File: config.mk
export PLATFORM = sky130hd
export DESIGN_NAME = bsg_link_rx_checker_sat_ctr
export DESIGN_NICKNAME = d
export VERILOG_FILES = /design/src/rtl/bsg_link_rx_checker_sat_ctr.sv
export SDC_FILE = /design/constraint.sdc
export NUM_CORES = 1
export LEC_CHECK = 0
export CAP_MARGIN = 5
export CORE_MARGIN = 2
export CORE_UTILIZATION = 35
export CTS_CLUSTER_SIZE = 25
export DETAILED_ROUTE_END_ITERATION = 16
export PLACE_DENSITY = 0.7
export SETUP_SLACK_MARGIN = 0.1
export SYNTH_ARGS = -nofsm -noshare
export SYNTH_HDL_FRONTEND = slang
export SYNTH_SLANG_ARGS = --single-unit
File: constraint.sdc
create_clock -name clk -period 2.7 [get_ports clk]
set_input_delay 0.54 -clock clk [delete_from_list [all_inputs] [get_ports clk]]
set_output_delay 0.54 -clock clk [all_outputs]
set_load 0.01 [all_outputs]
File: src/rtl/bsg_link_rx_checker_sat_ctr.sv
// Counter that increments on incr and holds at all-ones instead of wrapping.
module bsg_link_rx_checker_sat_ctr #(
    parameter int width_p = 16
) (
    input  logic               clk,
    input  logic               reset,
    input  logic               incr,
    output logic [width_p-1:0] count
);

    always_ff @(posedge clk) begin
        if (reset) begin
            count <= '0;
        end else if (incr && (count != {width_p{1'b1}})) begin
            count <= count + 1'b1;
        end
    end

endmodule

Yosys cells after proc, flatten, opt, wreduce, memory -nomap -nowiden:

Index checks and enable logic that the tools add are counted.

* output and inout bits: 16
* input bits: 3
* register bits: 16
* logic and storage cells: 4

* $add $sub $neg: 1
* equality and inequality tests: 1
* reduce and logical (&&, ||, !) cells: 1

Operators with widths (number)
* $add 16x1->16 const B: 1
* $ne 16x16->1 const B: 1
* $logic_and 1x1->1: 1

Logic depth before layout (Yosys ltp):

* word-level depth: 2
* depth in mapped cells: 6
* gate-level depth less buffers: 5

Worst setup path before layout:

No wires, ideal clock.

* path type: register to register
* from: register count[5]
* to: register count[15]
* data arrival time: 1.590 ns
* stages on the path, launching flop included: 5
* setup slack: 1.040 ns
* required time: 2.630 ns
* clock period less this slack: 1.660 ns
* path buffers: 0
* library setup time: 0.070 ns
* path through: dfxtp_1 -> nand4_4 -> or4_1 -> or4_1 -> a21oi_1

* cells in the longest elaborated chain, start to end: 2
* elaborated cells between the ends (all ways): 3
* those cells by class: 1 x add/sub; 1 x eq/ne; 1 x reduce/logical

Ends and longest elaborated chain
* from (decl): RTL line 8 `output logic [width_p-1:0] count`
* from (signal assigned): RTL line 15 `count <= count + 1'b1;`
* parallel branches: the longest is 2 deep, another holds $add 16x1->16

Several ways; the timed one is not identified.
A chain may end at the register's enable or synchronous reset.

Worst setup path in the final report:

* from: input incr
* to: register count[11]

* cells in the longest elaborated chain, start to end: 1

Ends and longest elaborated chain
* from (decl): RTL line 7 `input logic incr,`
* $logic_and 1x1->1: RTL line 14 `end else if (incr && (count != {width_p{1'b1}})) begin`

Every way passes these cells.

==> impl_metrics.env <==
export IMPL_nFillCells=237
export IMPL_cp_arrival_ps=2120
export IMPL_critPathLaunchType="primary input"
export IMPL_reg2reg_slack_ps=830
export IMPL_dp_slack_ps=484
export IMPL_ctsHtreeMaxLevel=1
export IMPL_coreArea_sq_mm=0.00225
export IMPL_synth_fa_ha_area_frac=0.0147
export IMPL_syn_to_final_growth_pct=29.5
export IMPL_yosysTopAreaCell="dfxtp_1"
export IMPL_hold_viol_final=0
export IMPL_drt_total_wl_um=1910
export IMPL_synth_seq_cells=16
export IMPL_ys_types=31
export IMPL_drive_gt1_frac=0.0840
export IMPL_finalPower_uw=424
export IMPL_io_buffers=18
export IMPL_dieArea_sq_mm=0.00283
export IMPL_synthXorXnorAreaFrac=0.0206
export IMPL_setup_slack_ps=774
export IMPL_antenna_left=0
export IMPL_regToRegEndpoint="count[11]$_SDFFE_PP0P_"
export IMPL_grt_pass1_vias=759
export IMPL_min_to="count[12]$_SDFFE_PP0P_"
export IMPL_multi_input_area_sq_um=500
export IMPL_root_buffer="clkbuf_4"
export IMPL_setup_violations=0
export IMPL_period_share=0.713
export IMPL_drv_slew=0
export IMPL_cts_buffer_depth=2
export IMPL_critPathMaxFanout=11
export IMPL_synth_common_cells="dfxtp_1, a21oi_1, or4_1"
export IMPL_powerDensity_mw_per_mm2=386
export IMPL_n_antenna_cell=0
export IMPL_seq_area_frac_synth=0.378
export IMPL_numCtsBuffers=3
export IMPL_run_status="complete, no violations"
export IMPL_cts_tree="built"
export IMPL_grt_first_pass_wirelength_um=3420
export IMPL_synth_compound_area_frac=0.165
export IMPL_final_cells=147
export IMPL_maxCapViolations=0
export IMPL_via_per_inst=5.72
export IMPL_clk_latency_ps=290
export IMPL_placed_cells=143
export IMPL_async_reset_ff_frac=0
export IMPL_reg2reg_depth=6
export IMPL_fin_crit_ps=1930
export IMPL_timing_rr_start="count[0]$_SDFFE_PP0P_"
export IMPL_cp_required_ps=2890
export IMPL_rsz0062_at_grt="no"
export IMPL_drtIter0Drc=14
export IMPL_synth_area_leaders="dfxtp_1, or4_1, a21oi_1"
export IMPL_wl_per_cell_um=13.0
export IMPL_synth_mux_area_frac=0.0251
export IMPL_io_pins=19
export IMPL_drc=0
export IMPL_top_register="count"
export IMPL_relSlewSlack=0.532
export IMPL_worst_slew_pin_slew_ps=693
export IMPL_synth_fp_nets=103
export IMPL_synth_warnings=0
export IMPL_p_leak_nw=0.350
export IMPL_dpl_hpwl_um=1410
export IMPL_yosysMostFrequentCell="dfxtp_1"
export IMPL_std_cell_rows=17
export IMPL_crit_type="in -> reg"
export IMPL_syn_avg_cell_area_sq_um=8.57
export IMPL_start_util=0.376
export IMPL_grt_max_degree=12
export IMPL_synth_simple_area_share=0.364
export IMPL_synth_edf_count=0
export IMPL_num_vias=841
export IMPL_hold_depth=2
export IMPL_first_pass_iters=4
export IMPL_fmax_ghz=0.519
export IMPL_die_h_um=53.2
export IMPL_fin_setup_tns_ps=0
export IMPL_nets=124
export IMPL_clock_skew_ps=8.51
export IMPL_clock_sinks=16
export IMPL_path_clk_slew_ps=110
export IMPL_min_delay_start="count[12]$_SDFFE_PP0P_"
export IMPL_synth_top_area_share=0.378
export IMPL_biggestRegsByFlops="count (16)"
export IMPL_syn_cell_area_sq_um=848
export IMPL_gr_total_overflow=0
export IMPL_regArea_sq_um=320
export IMPL_postCtsSetupBuffers=0
export IMPL_antenna_found_initial=0
export IMPL_largest_reg_flops=16
export IMPL_synth_main_ff_cell="dfxtp_1"
export IMPL_hold_buffers=0
export IMPL_grt_usage=0.162
export IMPL_worst_setup_path_end_kind="register"
export IMPL_ir_drop_v=0.000237
export IMPL_place_gp_congestion=0.763
export IMPL_hold_class="reg -> reg"
export IMPL_synth_top_family_by_area="simple AND/OR/NAND/NOR gates"
export IMPL_die_w_um=53.2
export IMPL_syn_instance_count=99
export IMPL_post_cts_resized=0
[final cells by class]
cell class              instances  share of cell area
multi-input cells              76               0.456
flip-flops and latches         16               0.292
repair buffers                 20               0.178
clock buffers                   4              0.0330
well taps                      28              0.0319
inverters                       3              0.0103
[metal layers]
metal | part of all wire | track usage | up-vias
met3 | 0.074 | 0.0395 | 0
met1 | 0.44 | 0.213 | 388
met5 | 0 | 0 | -
li1 | - | - | 421
met2 | 0.48 | 0.265 | 32
met4 | 0 | 0.0385 | 0
[worst max-delay path by stage]
| stage | start | endpoint | slack (ps) | depth (start not counted) |
|---|---|---|---|---|
| after global routing | incr | count[11]$_SDFFE_PP0P_ | 640 | 4 |
| after global placement | incr | count[11]$_SDFFE_PP0P_ | 570 | 4 |
| after detailed placement | incr | count[11]$_SDFFE_PP0P_ | 480 | 4 |
| after floorplan | count[5]$_SDFFE_PP0P_ | count[15]$_SDFFE_PP0P_ | 1040 | 4 |
| final | incr | count[11]$_SDFFE_PP0P_ | 770 | 4 |
| after CTS | incr | count[11]$_SDFFE_PP0P_ | 780 | 4 |
[per-stage QoR]
step | area, sq um | hold WS (ps) | util
after floorplan | 848 | 532 | -
after global placement | 1060 | 519 | 0.471
after detailed placement | 1060 | 529 | 0.471
after CTS | 1100 | 545 | 0.487
after global routing | 1100 | 573 | 0.487
final | 1100 | 542 | 0.487
[cell families after synthesis]
logic type,after synthesis
fa+ha+maj,1
flops,16
simple gates,48
compound gates,23
mux,2
buf+inv,7
xor+xnor,2
[layout by cell type, fill, tap and decap left out, types with 2 or more instances in the layout]
cell             instances
a21oi_1                 10
and4_1                   3
buf_4                    2
clkbuf_4                 3
clkdlybuf4s50_1         18
dfxtp_1                 16
inv_1                    3
nand2_1                  6
nand3_1                  6
nand4_1                  3
nor2_1                   6
nor2b_1                  2
nor3_1                   4
nor4_1                   2
o21ai_0                  4
o31ai_1                  6
or3_1                    3
or4_1                    7
xnor2_1                  2
[where the power goes]
group | leakage (nW) | internal, mW | switching [mW] | total [mW]
sequential | 0.129 | 0.238 | 0.00319 | 0.241
combinational | 0.200 | 0.0100 | 0.0106 | 0.0206
clock | 0.0210 | 0.0820 | 0.0799 | 0.162
[critical path, cell delays in order]
cell and delay (ps):
clkdlybuf4s50_1 590, nand2_1 250, nor4bb_1 370, mux2_2 370
Power figures use the tool's default switching activity.
